--- src/rtl/ct_fcnvt_issue_arb_if.sv ---
// ---------------------------------------------------------------------------
// ct_fcnvt_issue_arb_if
//   Bundles the request, grant, control and stage-status signals of the
//   FP-convert issue arbiter.
//   master : requester / writeback side (drives requests, wb_stall, flush)
//   slave  : arbiter side (drives grants, pipedowns, stage tags, status)
//   Optional perf counter signals exist only with FCNVT_ARB_PERF_CNT_EN.
// ---------------------------------------------------------------------------
interface ct_fcnvt_issue_arb_if #(
   parameter int unsigned TAG_W = 7
);
   logic             req0_vld;
   logic [TAG_W-1:0] req0_tag;
   logic             req1_vld;
   logic [TAG_W-1:0] req1_tag;
   logic             gnt0;
   logic             gnt1;
   logic             wb_stall;
   logic             flush;
   logic             ex1_pipedown;
   logic             ex2_pipedown;
   logic             ex3_pipedown;
   logic [TAG_W-1:0] ex1_tag;
   logic [TAG_W-1:0] ex2_tag;
   logic [TAG_W-1:0] ex3_tag;
   logic             ex3_src;
   logic             ex3_wb_vld;
   logic             busy;
`ifdef FCNVT_ARB_PERF_CNT_EN
   logic             perf_clr;
   logic [15:0]      perf_gnt_cnt;
   logic [15:0]      perf_stall_cnt;
   logic [15:0]      perf_conflict_cnt;
`endif

   modport master (
      output req0_vld, req0_tag, req1_vld, req1_tag, wb_stall, flush,
`ifdef FCNVT_ARB_PERF_CNT_EN
      output perf_clr,
      input  perf_gnt_cnt, perf_stall_cnt, perf_conflict_cnt,
`endif
      input  gnt0, gnt1, ex1_pipedown, ex2_pipedown, ex3_pipedown,
      input  ex1_tag, ex2_tag, ex3_tag, ex3_src, ex3_wb_vld, busy
   );

   modport slave (
      input  req0_vld, req0_tag, req1_vld, req1_tag, wb_stall, flush,
`ifdef FCNVT_ARB_PERF_CNT_EN
      input  perf_clr,
      output perf_gnt_cnt, perf_stall_cnt, perf_conflict_cnt,
`endif
      output gnt0, gnt1, ex1_pipedown, ex2_pipedown, ex3_pipedown,
      output ex1_tag, ex2_tag, ex3_tag, ex3_src, ex3_wb_vld, busy
   );
endinterface

--- src/rtl/ct_fcnvt_issue_arb.sv ---
// ---------------------------------------------------------------------------
// ct_fcnvt_issue_arb
//   Round-robin arbiter sharing the single vector FP-convert pipe (EX1-EX3)
//   between issue requesters pipe6 (req0) and pipe7 (req1). Tracks valid,
//   tag and source of each in-flight op, drives per-stage pipedown strobes,
//   holds the whole pipe on writeback back-pressure, kills it on flush.
//
//   Ports:
//     forever_cpuclk : clock
//     cpurst         : asynchronous reset, active high
//     arb            : ct_fcnvt_issue_arb_if.slave
//                      req0/1_vld/tag, wb_stall, flush  (in)
//                      gnt0/1 (combinational), exN_pipedown, exN_tag,
//                      ex3_src, ex3_wb_vld, busy        (out)
//
//   Optional: define FCNVT_ARB_PERF_CNT_EN to add saturating 16-bit
//   grant / stall / conflict counters with a synchronous perf_clr.
// ---------------------------------------------------------------------------
module ct_fcnvt_issue_arb #(
   parameter int unsigned TAG_W = 7
) (
   input  logic                  forever_cpuclk,
   input  logic                  cpurst,
   ct_fcnvt_issue_arb_if.slave   arb
);

   typedef enum logic {
      RR_PIPE6 = 1'b0,
      RR_PIPE7 = 1'b1
   } rr_e;

   rr_e              rr_ptr;
   rr_e              rr_nxt;

   logic             ex1_vld, ex2_vld, ex3_vld;
   logic [TAG_W-1:0] ex1_tag_q, ex2_tag_q, ex3_tag_q;
   logic             ex1_src, ex2_src, ex3_src_q;

   logic             adv;
   logic             permit;
   logic             gnt0_c, gnt1_c, gnt_any;
   logic             win_src;
   logic [TAG_W-1:0] win_tag;
   logic             ex1_en, ex2_en, ex3_en;

   // ------------------------------------------------------------------
   // Arbitration. Grants are withheld while the pipe cannot advance,
   // during flush, and while reset is held so all outputs read 0.
   // ------------------------------------------------------------------
   always_comb begin
      adv    = ~(ex3_vld & arb.wb_stall);
      permit = adv & ~arb.flush & ~cpurst;
      gnt0_c = 1'b0;
      gnt1_c = 1'b0;
      if (permit) begin
         if (arb.req0_vld && arb.req1_vld) begin
            if (rr_ptr == RR_PIPE7) gnt1_c = 1'b1;
            else                    gnt0_c = 1'b1;
         end else begin
            gnt0_c = arb.req0_vld;
            gnt1_c = arb.req1_vld;
         end
      end
      gnt_any = gnt0_c | gnt1_c;
      win_src = gnt1_c;
      win_tag = gnt1_c ? arb.req1_tag : arb.req0_tag;

      // Prefer the loser next time; no grant leaves the pointer alone.
      rr_nxt = rr_ptr;
      if (gnt0_c)      rr_nxt = RR_PIPE7;
      else if (gnt1_c) rr_nxt = RR_PIPE6;
   end

   // Tag/src registers load only when something moves into the stage.
   always_comb begin
      ex1_en = adv & ~arb.flush & (ex1_vld | gnt_any);
      ex2_en = adv & ~arb.flush & (ex2_vld | ex1_vld);
      ex3_en = adv & ~arb.flush & (ex3_vld | ex2_vld);
   end

   // ------------------------------------------------------------------
   // Stage valids and round-robin pointer
   // ------------------------------------------------------------------
   always_ff @(posedge forever_cpuclk or posedge cpurst) begin
      if (cpurst) begin
         ex1_vld <= 1'b0;
         ex2_vld <= 1'b0;
         ex3_vld <= 1'b0;
         rr_ptr  <= RR_PIPE6;
      end else begin
         rr_ptr <= rr_nxt;
         if (arb.flush) begin
            ex1_vld <= 1'b0;
            ex2_vld <= 1'b0;
            ex3_vld <= 1'b0;
         end else if (adv) begin
            ex1_vld <= gnt_any;
            ex2_vld <= ex1_vld;
            ex3_vld <= ex2_vld;
         end
      end
   end

   // ------------------------------------------------------------------
   // Stage tag / source payload
   // ------------------------------------------------------------------
   always_ff @(posedge forever_cpuclk or posedge cpurst) begin
      if (cpurst) begin
         ex1_tag_q <= '0;
         ex2_tag_q <= '0;
         ex3_tag_q <= '0;
         ex1_src   <= 1'b0;
         ex2_src   <= 1'b0;
         ex3_src_q <= 1'b0;
      end else begin
         if (ex1_en) begin
            ex1_tag_q <= win_tag;
            ex1_src   <= win_src;
         end
         if (ex2_en) begin
            ex2_tag_q <= ex1_tag_q;
            ex2_src   <= ex1_src;
         end
         if (ex3_en) begin
            ex3_tag_q <= ex2_tag_q;
            ex3_src_q <= ex2_src;
         end
      end
   end

   // ------------------------------------------------------------------
   // Outputs
   // ------------------------------------------------------------------
   assign arb.gnt0         = gnt0_c;
   assign arb.gnt1         = gnt1_c;
   assign arb.ex1_pipedown = ex1_vld;
   assign arb.ex2_pipedown = ex2_vld;
   assign arb.ex3_pipedown = ex3_vld;
   assign arb.ex1_tag      = ex1_tag_q;
   assign arb.ex2_tag      = ex2_tag_q;
   assign arb.ex3_tag      = ex3_tag_q;
   assign arb.ex3_src      = ex3_src_q;
   assign arb.ex3_wb_vld   = ex3_vld & ~arb.wb_stall;
   assign arb.busy         = ex1_vld | ex2_vld | ex3_vld;

`ifdef FCNVT_ARB_PERF_CNT_EN
   // ------------------------------------------------------------------
   // Saturating performance counters
   // ------------------------------------------------------------------
   logic [15:0] gnt_cnt, stall_cnt, conflict_cnt;
   logic        conflict;

   assign conflict = permit & arb.req0_vld & arb.req1_vld;

   always_ff @(posedge forever_cpuclk or posedge cpurst) begin
      if (cpurst) begin
         gnt_cnt      <= '0;
         stall_cnt    <= '0;
         conflict_cnt <= '0;
      end else if (arb.perf_clr) begin
         gnt_cnt      <= '0;
         stall_cnt    <= '0;
         conflict_cnt <= '0;
      end else begin
         if (gnt_any && (gnt_cnt != '1))           gnt_cnt      <= gnt_cnt + 16'd1;
         if (!adv && (stall_cnt != '1))            stall_cnt    <= stall_cnt + 16'd1;
         if (conflict && (conflict_cnt != '1))     conflict_cnt <= conflict_cnt + 16'd1;
      end
   end

   assign arb.perf_gnt_cnt      = gnt_cnt;
   assign arb.perf_stall_cnt    = stall_cnt;
   assign arb.perf_conflict_cnt = conflict_cnt;
`endif

endmodule

--- src/flat_wrapper.sv ---
// flat-port wrapper written by rule: the top's interface ports become plain ports
module ct_fcnvt_issue_arb_flat 
#(
   parameter int unsigned TAG_W = 7
)
  (forever_cpuclk, cpurst, arb_req0_vld, arb_req0_tag, arb_req1_vld, arb_req1_tag, arb_wb_stall, arb_flush, arb_gnt0, arb_gnt1, arb_ex1_pipedown, arb_ex2_pipedown, arb_ex3_pipedown, arb_ex1_tag, arb_ex2_tag, arb_ex3_tag, arb_ex3_src, arb_ex3_wb_vld, arb_busy);
  ct_fcnvt_issue_arb_if #(.TAG_W(TAG_W)) arb_i ();
  input  logic forever_cpuclk;
  input  logic cpurst;
  input wire logic [$bits(arb_i.req0_vld)-1:0] arb_req0_vld;
  input wire logic [$bits(arb_i.req0_tag)-1:0] arb_req0_tag;
  input wire logic [$bits(arb_i.req1_vld)-1:0] arb_req1_vld;
  input wire logic [$bits(arb_i.req1_tag)-1:0] arb_req1_tag;
  input wire logic [$bits(arb_i.wb_stall)-1:0] arb_wb_stall;
  input wire logic [$bits(arb_i.flush)-1:0] arb_flush;
  output wire logic [$bits(arb_i.gnt0)-1:0] arb_gnt0;
  output wire logic [$bits(arb_i.gnt1)-1:0] arb_gnt1;
  output wire logic [$bits(arb_i.ex1_pipedown)-1:0] arb_ex1_pipedown;
  output wire logic [$bits(arb_i.ex2_pipedown)-1:0] arb_ex2_pipedown;
  output wire logic [$bits(arb_i.ex3_pipedown)-1:0] arb_ex3_pipedown;
  output wire logic [$bits(arb_i.ex1_tag)-1:0] arb_ex1_tag;
  output wire logic [$bits(arb_i.ex2_tag)-1:0] arb_ex2_tag;
  output wire logic [$bits(arb_i.ex3_tag)-1:0] arb_ex3_tag;
  output wire logic [$bits(arb_i.ex3_src)-1:0] arb_ex3_src;
  output wire logic [$bits(arb_i.ex3_wb_vld)-1:0] arb_ex3_wb_vld;
  output wire logic [$bits(arb_i.busy)-1:0] arb_busy;
  assign arb_i.req0_vld = arb_req0_vld;
  assign arb_i.req0_tag = arb_req0_tag;
  assign arb_i.req1_vld = arb_req1_vld;
  assign arb_i.req1_tag = arb_req1_tag;
  assign arb_i.wb_stall = arb_wb_stall;
  assign arb_i.flush = arb_flush;
  assign arb_gnt0 = arb_i.gnt0;
  assign arb_gnt1 = arb_i.gnt1;
  assign arb_ex1_pipedown = arb_i.ex1_pipedown;
  assign arb_ex2_pipedown = arb_i.ex2_pipedown;
  assign arb_ex3_pipedown = arb_i.ex3_pipedown;
  assign arb_ex1_tag = arb_i.ex1_tag;
  assign arb_ex2_tag = arb_i.ex2_tag;
  assign arb_ex3_tag = arb_i.ex3_tag;
  assign arb_ex3_src = arb_i.ex3_src;
  assign arb_ex3_wb_vld = arb_i.ex3_wb_vld;
  assign arb_busy = arb_i.busy;
  ct_fcnvt_issue_arb #(.TAG_W(TAG_W)) u_core (.forever_cpuclk(forever_cpuclk), .cpurst(cpurst), .arb(arb_i));
endmodule
--- config.mk ---
export PLATFORM = sky130hd
export DESIGN_NAME = ct_fcnvt_issue_arb_flat
export DESIGN_NICKNAME = d
export VERILOG_FILES = /design/src/rtl/ct_fcnvt_issue_arb_if.sv /design/src/rtl/ct_fcnvt_issue_arb.sv /design/src/flat_wrapper.sv
export SDC_FILE = /design/constraint.sdc
export NUM_CORES = 1
export LEC_CHECK = 0
export CORE_UTILIZATION = 40
export CTS_BUF_LIST = sky130_fd_sc_hd__clkbuf_2 sky130_fd_sc_hd__clkbuf_4 sky130_fd_sc_hd__clkbuf_8
export DETAILED_ROUTE_END_ITERATION = 8
export PLACE_DENSITY = 0.82
export SETUP_SLACK_MARGIN = 0.05
export SYNTH_ARGS = -nofsm -noshare
export SYNTH_HDL_FRONTEND = slang
export SYNTH_SLANG_ARGS = --single-unit
export TNS_END_PERCENT = 1
--- constraint.sdc ---
create_clock -name forever_cpuclk -period 2.8 [get_ports forever_cpuclk]
set_input_delay 0.42 -clock forever_cpuclk [delete_from_list [all_inputs] [get_ports forever_cpuclk]]
set_output_delay 0.42 -clock forever_cpuclk [all_outputs]
set_load 0.02 [all_outputs]
==> results.md, run 1 <==
* Status: complete, no violations
* Routed WL per cell at between 10 and 15 um
* Global-route wire length before repair at just over 4000 um
* Clk Latency, worst-skew pair at about 0.32 ns
* Worst R2R Setup Slack at 1.13 ns
* Clock net sink count at 28
* Level count of the clock H-tree at 1
* Initial DRC count at 10
* Number of nets produced by synthesis at between 100 and 150
* Relative slew slack at around 30%
* Number of failing hold endpoints at the final stage at 0
* Maximum clock rate at 399 MHz
* Die height at just under 60 um
* Most common cell after layout, fill and taps aside: sky130_fd_sc_hd__clkdlybuf4s50_1
* Switching part of the total at about a third
* Initial cell density of the core at a little over two fifths
* CTS Buffer Depth at 2
* Reg-to-Reg End: u_core.arb.ex2_tag[5]
* Post-Synthesis Cell Area at ~0.0013 mm2
* Area of the core at around 0.0030 mm2
* Half-perimeter wire length after placement at slightly below 2000 um
* Total of buffers placed on input and output ports at 48
* Cts-stage hold buffer count at 0
* Cell Area, Placed at ~0.0018 mm2
* Number of nets in the layout at ~170
* Setup Fix Bufs, Post-CTS at 0
* Leading post-synthesis cells by cell area: sky130_fd_sc_hd__dfrtp_1, sky130_fd_sc_hd__mux2_4, sky130_fd_sc_hd__mux2i_1, sky130_fd_sc_hd__nand2_1, sky130_fd_sc_hd__o21ai_1
* Die Outline Area at roughly 0.0034 mm2
* Critical Path Sink Type: primary output
* Register share of total power at a little over two fifths
* Layout area overhead at 42.7%
* Hold Path End: u_core.rr_ptr
* Die extent in x at roughly 58 um
* PwrDens at roughly 770 mW/mm2
* Count of synthesis-stage warnings from yosys at 0
* Via count of the first global-routing pass at 881
* Number of nets with antenna violations after routing at 0
* Type of the setup path with the least slack: in2out
* Total of cells resized after clock tree synthesis at 0
* Share of the synthesized area in the top cell type at 55.4%
* Diode insertion count for antenna repair at 0
* Post-Place Setup Slack at 0.268 ns
* Clock-pin slew reported for the worst setup and hold paths after clock tree synthesis at ~0.14 ns
* Minimum setup slack in the final design at about 0.29 ns
* Unrepaired setup endpoints after global routing: false
* Flip-flop and latch count after synthesis at 28
* Post-route cell area at about 0.0018 mm2
* Design internal power at ~0.95 mW
* Static Leakage at roughly 0.83 nW
* Routability cong. at about 0.69
* Origin of the worst min-delay path: u_core.rr_ptr
* Clk root buf: sky130_fd_sc_hd__clkbuf_4
* Largest clock skew in the final design at around 0.0022 ns
* Aggregate global-route resource usage at roughly 16%
* Initial antenna violation count at 0
* Setup Total Neg Slack at 0 ns
* Startpoint of the most critical register-to-register path: u_core.arb.ex3_pipedown
* Relative contribution of the clock network to total power at 13.7%
* Number of maximum-capacitance violations at 0
* Type of the worst min-delay path: reg2reg
* Worst-path maximum fanout at 6
* Fraction of final layout cells with drive strength greater than 1 at ~17%
* Vias per cell at slightly below 5
* Final WL at ~2500 um
* Final period util at 89.5%
* Worst Max-Slew Pin Slew at between 1 and 1.5 ns
* Total gr overflow at 0
* Avg Cell Area, Syn at approximately 13 um2
* Critical path arrival at between 2 and 2.5 ns
* Number of buffers inserted during clock tree synthesis at 3
* Comb pwr share at a little over two fifths
* Register area share after synthesis at 55.4%
* Count of distinct cell types in the synthesized netlist at 22
* Critical Path Start Type: primary input
* Via count at around 910
* Pin count of the biggest net entering global routing at 29
* Post-synth top area cell: sky130_fd_sc_hd__dfrtp_1
* Number of cells on the worst reg-to-reg path at 3
* Count of final max-slew check failures at 0
* Count of pins on the block boundary at 49
* Worst supply voltage drop on vdd at 0.224 mV
* Number of setup violations in the final report at 0
* Net switching component of the power at 0.443 mW
* Required @ worst endpoint at around 2.4 ns
* Depth of the worst hold-timing path at 1
* Most frequent cells in the layout: sky130_fd_sc_hd__clkdlybuf4s50_1, sky130_fd_sc_hd__dfrtp_1, sky130_fd_sc_hd__mux2_4, sky130_fd_sc_hd__nand2_1
* Gate count after technology mapping at 95
* Cell row count at 20
* Drt drc at 0
* Detailed-routing iteration count for the pre-antenna-repair pass at 4
* Final min period at 2.51 ns
* CTS tree: done
## power groups by stage
| stage | logic (mW) | clock network, mW | registers (mW) |
|---|---|---|---|
| finish | 0.598 | 0.190 | 0.605 |
| global route | 0.633 | 0.211 | 0.623 |
| CTS | 0.604 | 0.197 | 0.608 |
| detailed placement | 0.601 | 0 | 0.615 |
| global placement | 0.591 | 0 | 0.607 |
| floorplan | 0.195 | 0 | 0.734 |
## how the worst max path moves through the flow
stage / startpoint / end / slack (ns) / depth (start not counted)
global route: arb_wb_stall / arb_gnt1 / 0.23 / 5
detailed placement: arb_wb_stall / arb_gnt1 / 0.27 / 5
CTS: arb_wb_stall / arb_gnt1 / 0.27 / 5
finish: arb_wb_stall / arb_gnt1 / 0.29 / 5
global placement: arb_wb_stall / arb_gnt1 / 0.32 / 5
floorplan: u_core.arb.ex3_pipedown / arb_gnt1 / 1.22 / 4
## synthesized netlist by cell type
master / number
sky130_fd_sc_hd__nor2b_1: 1
sky130_fd_sc_hd__buf_6: 3
sky130_fd_sc_hd__buf_2: 1
sky130_fd_sc_hd__a21o_1: 1
sky130_fd_sc_hd__nor2_1: 1
sky130_fd_sc_hd__o21ai_1: 7
sky130_fd_sc_hd__dfrtp_1: 28
sky130_fd_sc_hd__o21ai_2: 1
sky130_fd_sc_hd__a211oi_2: 1
sky130_fd_sc_hd__mux2_4: 16
sky130_fd_sc_hd__inv_1: 2
sky130_fd_sc_hd__o21ba_2: 1
sky130_fd_sc_hd__o21ai_0: 2
sky130_fd_sc_hd__a21oi_1: 2
sky130_fd_sc_hd__or3_1: 1
sky130_fd_sc_hd__o21a_1: 2
sky130_fd_sc_hd__and3_1: 1
sky130_fd_sc_hd__nand3_1: 2
sky130_fd_sc_hd__nand2_1: 12
sky130_fd_sc_hd__mux2i_1: 7
sky130_fd_sc_hd__nand2b_1: 2
sky130_fd_sc_hd__a21oi_2: 1
## kinds of logic (layout without fill, tap and decap cells)
family                 Yosys count  in the layout  synth area share [%]
multiplexers                    23             23                  24.5
AO/OA/AOI/OAI                   18             18                  9.30
AND/OR/NAND/NOR                 20             20                  7.12
flip-flops                      28             28                  55.4
buffers and inverters            6             55                  3.66
## area by class of cell
type	count	area (um2)
multi-input combinational	61	518
fill	264	1220
clock buffer	4	36.3
tap	44	55.1
timing repair buffer	49	488
inverter	2	7.51
sequential	28	701
## routing by layer
metal  up-vias  track usage, %  share of wire, %
met5         -               0                 0
met4         0            9.18               2.1
met3         4            1.34               3.8
met2        30            27.8                50
met1       445            20.6                44
li1        430               -                 -
## worst max-delay path, stage by stage
cell	delay [ns]
sky130_fd_sc_hd__clkdlybuf4s50_1	0.52
sky130_fd_sc_hd__a211oi_2	0.32
sky130_fd_sc_hd__nand3_1	0.15
sky130_fd_sc_hd__inv_1	0.08
sky130_fd_sc_hd__clkdlybuf4s50_1	0.60
## registers in the layout (all words and copies together), names as in the netlist
signal / flops
u_core.rr_ptr: 1
u_core.ex1_src: 1
u_core.ex2_src: 1
u_core.arb.ex2_pipedown: 1
u_core.arb.ex1_tag: 7
u_core.arb.ex3_src: 1
u_core.arb.ex3_pipedown: 1
u_core.arb.ex2_tag: 7
u_core.arb.ex1_pipedown: 1
u_core.arb.ex3_tag: 7
## per-stage QoR
| step | hold slack, ns | std cells | total power, mW | util (%) |
|---|---|---|---|---|
| 6_report | 0.518 | 188 | 1.39 | 59.6 |
| 5_1_grt | 0.548 | 188 | 1.47 | 59.6 |
| 3_3_place_gp | 0.459 | 184 | 1.20 | 58.4 |
| 2_1_floorplan | 0.446 | 95 | 0.929 | - |
| 3_5_place_dp | 0.492 | 184 | 1.22 | 58.4 |
| 4_1_cts | 0.524 | 188 | 1.41 | 59.6 |
No activity file was read; power rests on OpenSTA's default activity.
==> run 2: changes to the inputs <==
==> constraint.sdc (replaced) <==
create_clock -name forever_cpuclk -period 3.1 [get_ports forever_cpuclk]
set_input_delay 0.465 -clock forever_cpuclk [delete_from_list [all_inputs] [get_ports forever_cpuclk]]
set_output_delay 0.465 -clock forever_cpuclk [all_outputs]
set_load 0.02 [all_outputs]
==> results.md, run 2 (synthesis results as in run 1) <==
* Area of the core at 0.00303 mm2 (unchanged)
* Required @ worst endpoint at 2.63 ns (was 2.38 ns)
* Type of the setup path with the least slack: in2out (unchanged)
* Worst hold slack at 0.519 ns (was 0.518 ns)
* Post-route cell area at 0.00182 mm2 (was 0.00181 mm2)
* Maximum clock rate at 384 MHz
* Count of final max-slew check failures at 0 (unchanged)
* Number of buffers inserted during clock tree synthesis at 3 (unchanged)
* CP most frequent cell: sky130_fd_sc_hd__clkdlybuf4s50_1 (unchanged)
* CTS tree: done (unchanged)
* Clock-pin slew reported for the worst setup and hold paths after clock tree synthesis at 0.14 ns (about the same)
* Die extent in x at 58.2 um (unchanged)
* Status: complete, no violations (unchanged)
* Critical-path top delay cell: sky130_fd_sc_hd__clkdlybuf4s50_1 (unchanged)
* Drt drc at 0 (unchanged)
* Crit-path max cell delay at 0.59 ns (was 0.60 ns)
* Setup Fix Bufs, Post-CTS at 0 (unchanged)
* Die height at 58.2 um (unchanged)
* Total gr overflow at 0 (unchanged)
* Fraction of final layout cells with drive strength greater than 1 at 17.4% (unchanged)
* Via count at 862 (was 909)
* Number of setup violations in the final report at 0 (unchanged)
* Critical path arrival at 2.14 ns (was 2.09 ns)
* Final period util at between 80% and 90%
* Minimum setup slack in the final design at 0.494 ns (was 0.293 ns)
* Worst Max-Slew Pin Slew at 0.991 ns (was 1.05 ns)
* Worst supply voltage drop on vdd at 0.205 mV (was 0.224 mV)
* Global-route wire length before repair at 3840 um (was 4120 um)
* CTS Buffer Depth at 2 (unchanged)
* Number of failing hold endpoints at the final stage at 0 (unchanged)
* Critical Path Sink Type: primary output (unchanged)
* Critical Path Start Type: primary input (unchanged)
* Cell Area, Placed at 0.00177 mm2 (unchanged)
* Initial antenna violation count at 0 (unchanged)
* Routed WL per cell at 12.4 um (was 13.2 um)
* Final WL at 2340 um (was 2480 um)
* Setup Total Neg Slack at 0 ns (unchanged)
* Half-perimeter wire length after placement at 1870 um (was 1930 um)
* Count of pins on the block boundary at 49 (unchanged)
* Layout area overhead at 44.0% (was 42.7%)
* Pin count of the biggest net entering global routing at 29 (unchanged)
* Kind of cell with the highest combined delay on the critical path: buffers and inverters (unchanged)
* Detailed-routing iteration count for the pre-antenna-repair pass at 4 (unchanged)
* Number of placed instances, taps included at 184 (unchanged)
* PwrDens at 721 mW/mm2 (was 772 mW/mm2)
* Non-filler instance count after layout at 188 (unchanged)
* Number of nets in the layout at 165 (unchanged)
* Unrepaired setup endpoints after global routing: false (unchanged)
* Diode insertion count for antenna repair at 0 (unchanged)
* Relative slew slack at 33.8% (was 29.8%)
* Vias per cell at 4.59 (was 4.84)
* Final core area utilization at 60.2% (was 59.6%)
* Routability cong. at 0.683 (was 0.695)
* Aggregate global-route resource usage at 14.9% (was 16.4%)
* Cts-stage hold buffer count at 0 (unchanged)
* Initial cell density of the core at 41.8% (unchanged)
* Worst-path maximum fanout at 6 (unchanged)
* Type of the worst min-delay path: reg2reg (unchanged)
* Total of cells resized after clock tree synthesis at 0 (unchanged)
* Number of maximum-capacitance violations at 0 (unchanged)
* Cell row count at 20 (unchanged)
* Static Leakage at 0.840 nW (was 0.833 nW)
* Die Outline Area at 0.00339 mm2 (unchanged)
* Via count of the first global-routing pass at 841 (was 881)
* Initial DRC count at 17 (was 10)
* Level count of the clock H-tree at 1 (unchanged)
* Clk Latency, worst-skew pair at 0.31 ns (was 0.32 ns)
* Most common cell after layout, fill and taps aside: sky130_fd_sc_hd__clkdlybuf4s50_1 (unchanged)
* Total power at 1.31 mW (was 1.39 mW)
* Number of nets with antenna violations after routing at 0 (unchanged)
* Final min period at ~2.6 ns
* Largest clock skew in the final design at 0.00184 ns (was 0.00220 ns)
* Buffers & Inverters on Critical Path at 3 (unchanged)
* Critical path cell sequence: clkdlybuf4s50_1 > a211oi_2 > nand3_1 > inv_1 > clkdlybuf4s50_1 (unchanged)
* Clk root buf: sky130_fd_sc_hd__clkbuf_4 (unchanged)
* Total of buffers placed on input and output ports at 48 (unchanged)
* Most frequent cells in the layout: sky130_fd_sc_hd__clkdlybuf4s50_1, sky130_fd_sc_hd__dfrtp_1, sky130_fd_sc_hd__mux2_4, sky130_fd_sc_hd__nand2_1 (unchanged)
* Clock net sink count at 28 (unchanged)
* Post-Place Setup Slack at 0.492 ns (was 0.268 ns)
==> run 2: layout make-up <==
class,instances,area [um2]
Fill cell,246,1210
Sequential cell,28,701
Multi-Input combinational cell,61,518
Timing Repair Buffer,49,488
Tap cell,44,55.1
Clock inverter,1,30.0
Clock buffer,3,22.5
Inverter,2,7.51
==> run 2: final timing paths <==
path,from,cells after the start,end,slack [ns]
worst max-delay path,arb_wb_stall,5,arb_gnt1,0.49
worst min-delay path,u_core.ex1_src,2,u_core.ex1_src,0.52
worst max register to register,u_core.arb.ex3_pipedown,3,u_core.arb.ex3_tag[4],1.45
worst min register to register,u_core.ex1_src,2,u_core.ex1_src,0.52
max in group asynchronous,cpurst,2,u_core.arb.ex2_tag[4],1.75
min in group asynchronous,cpurst,2,u_core.rr_ptr,0.75
==> run 2: tightest hold or removal path, delay by kind of cell, from the launching register on <==
| kind | cells | cell delay [ns] |
|---|---|---|
| flip-flops | 1 | 0.39 |
| AND/OR/NAND/NOR | 2 | 0.12 |
==> run 2: report_power, final <==
group / switching [mW] / internal (mW)
logic: 0.223 / 0.315
registers: 0.0767 / 0.471
clock network: 0.0968 / 0.131
==> run 2: layer usage <==
layer  wire length, um  global-route usage, %  up-vias  part of all wire, %
li1                  -                      -      426                    -
met1              1080                   19.0      406                   46
met2              1150                   25.8       28                   49
met3                80                   1.79        2                  3.4
met4                27                   6.12        0                  1.2
met5                 0                      0        -                    0
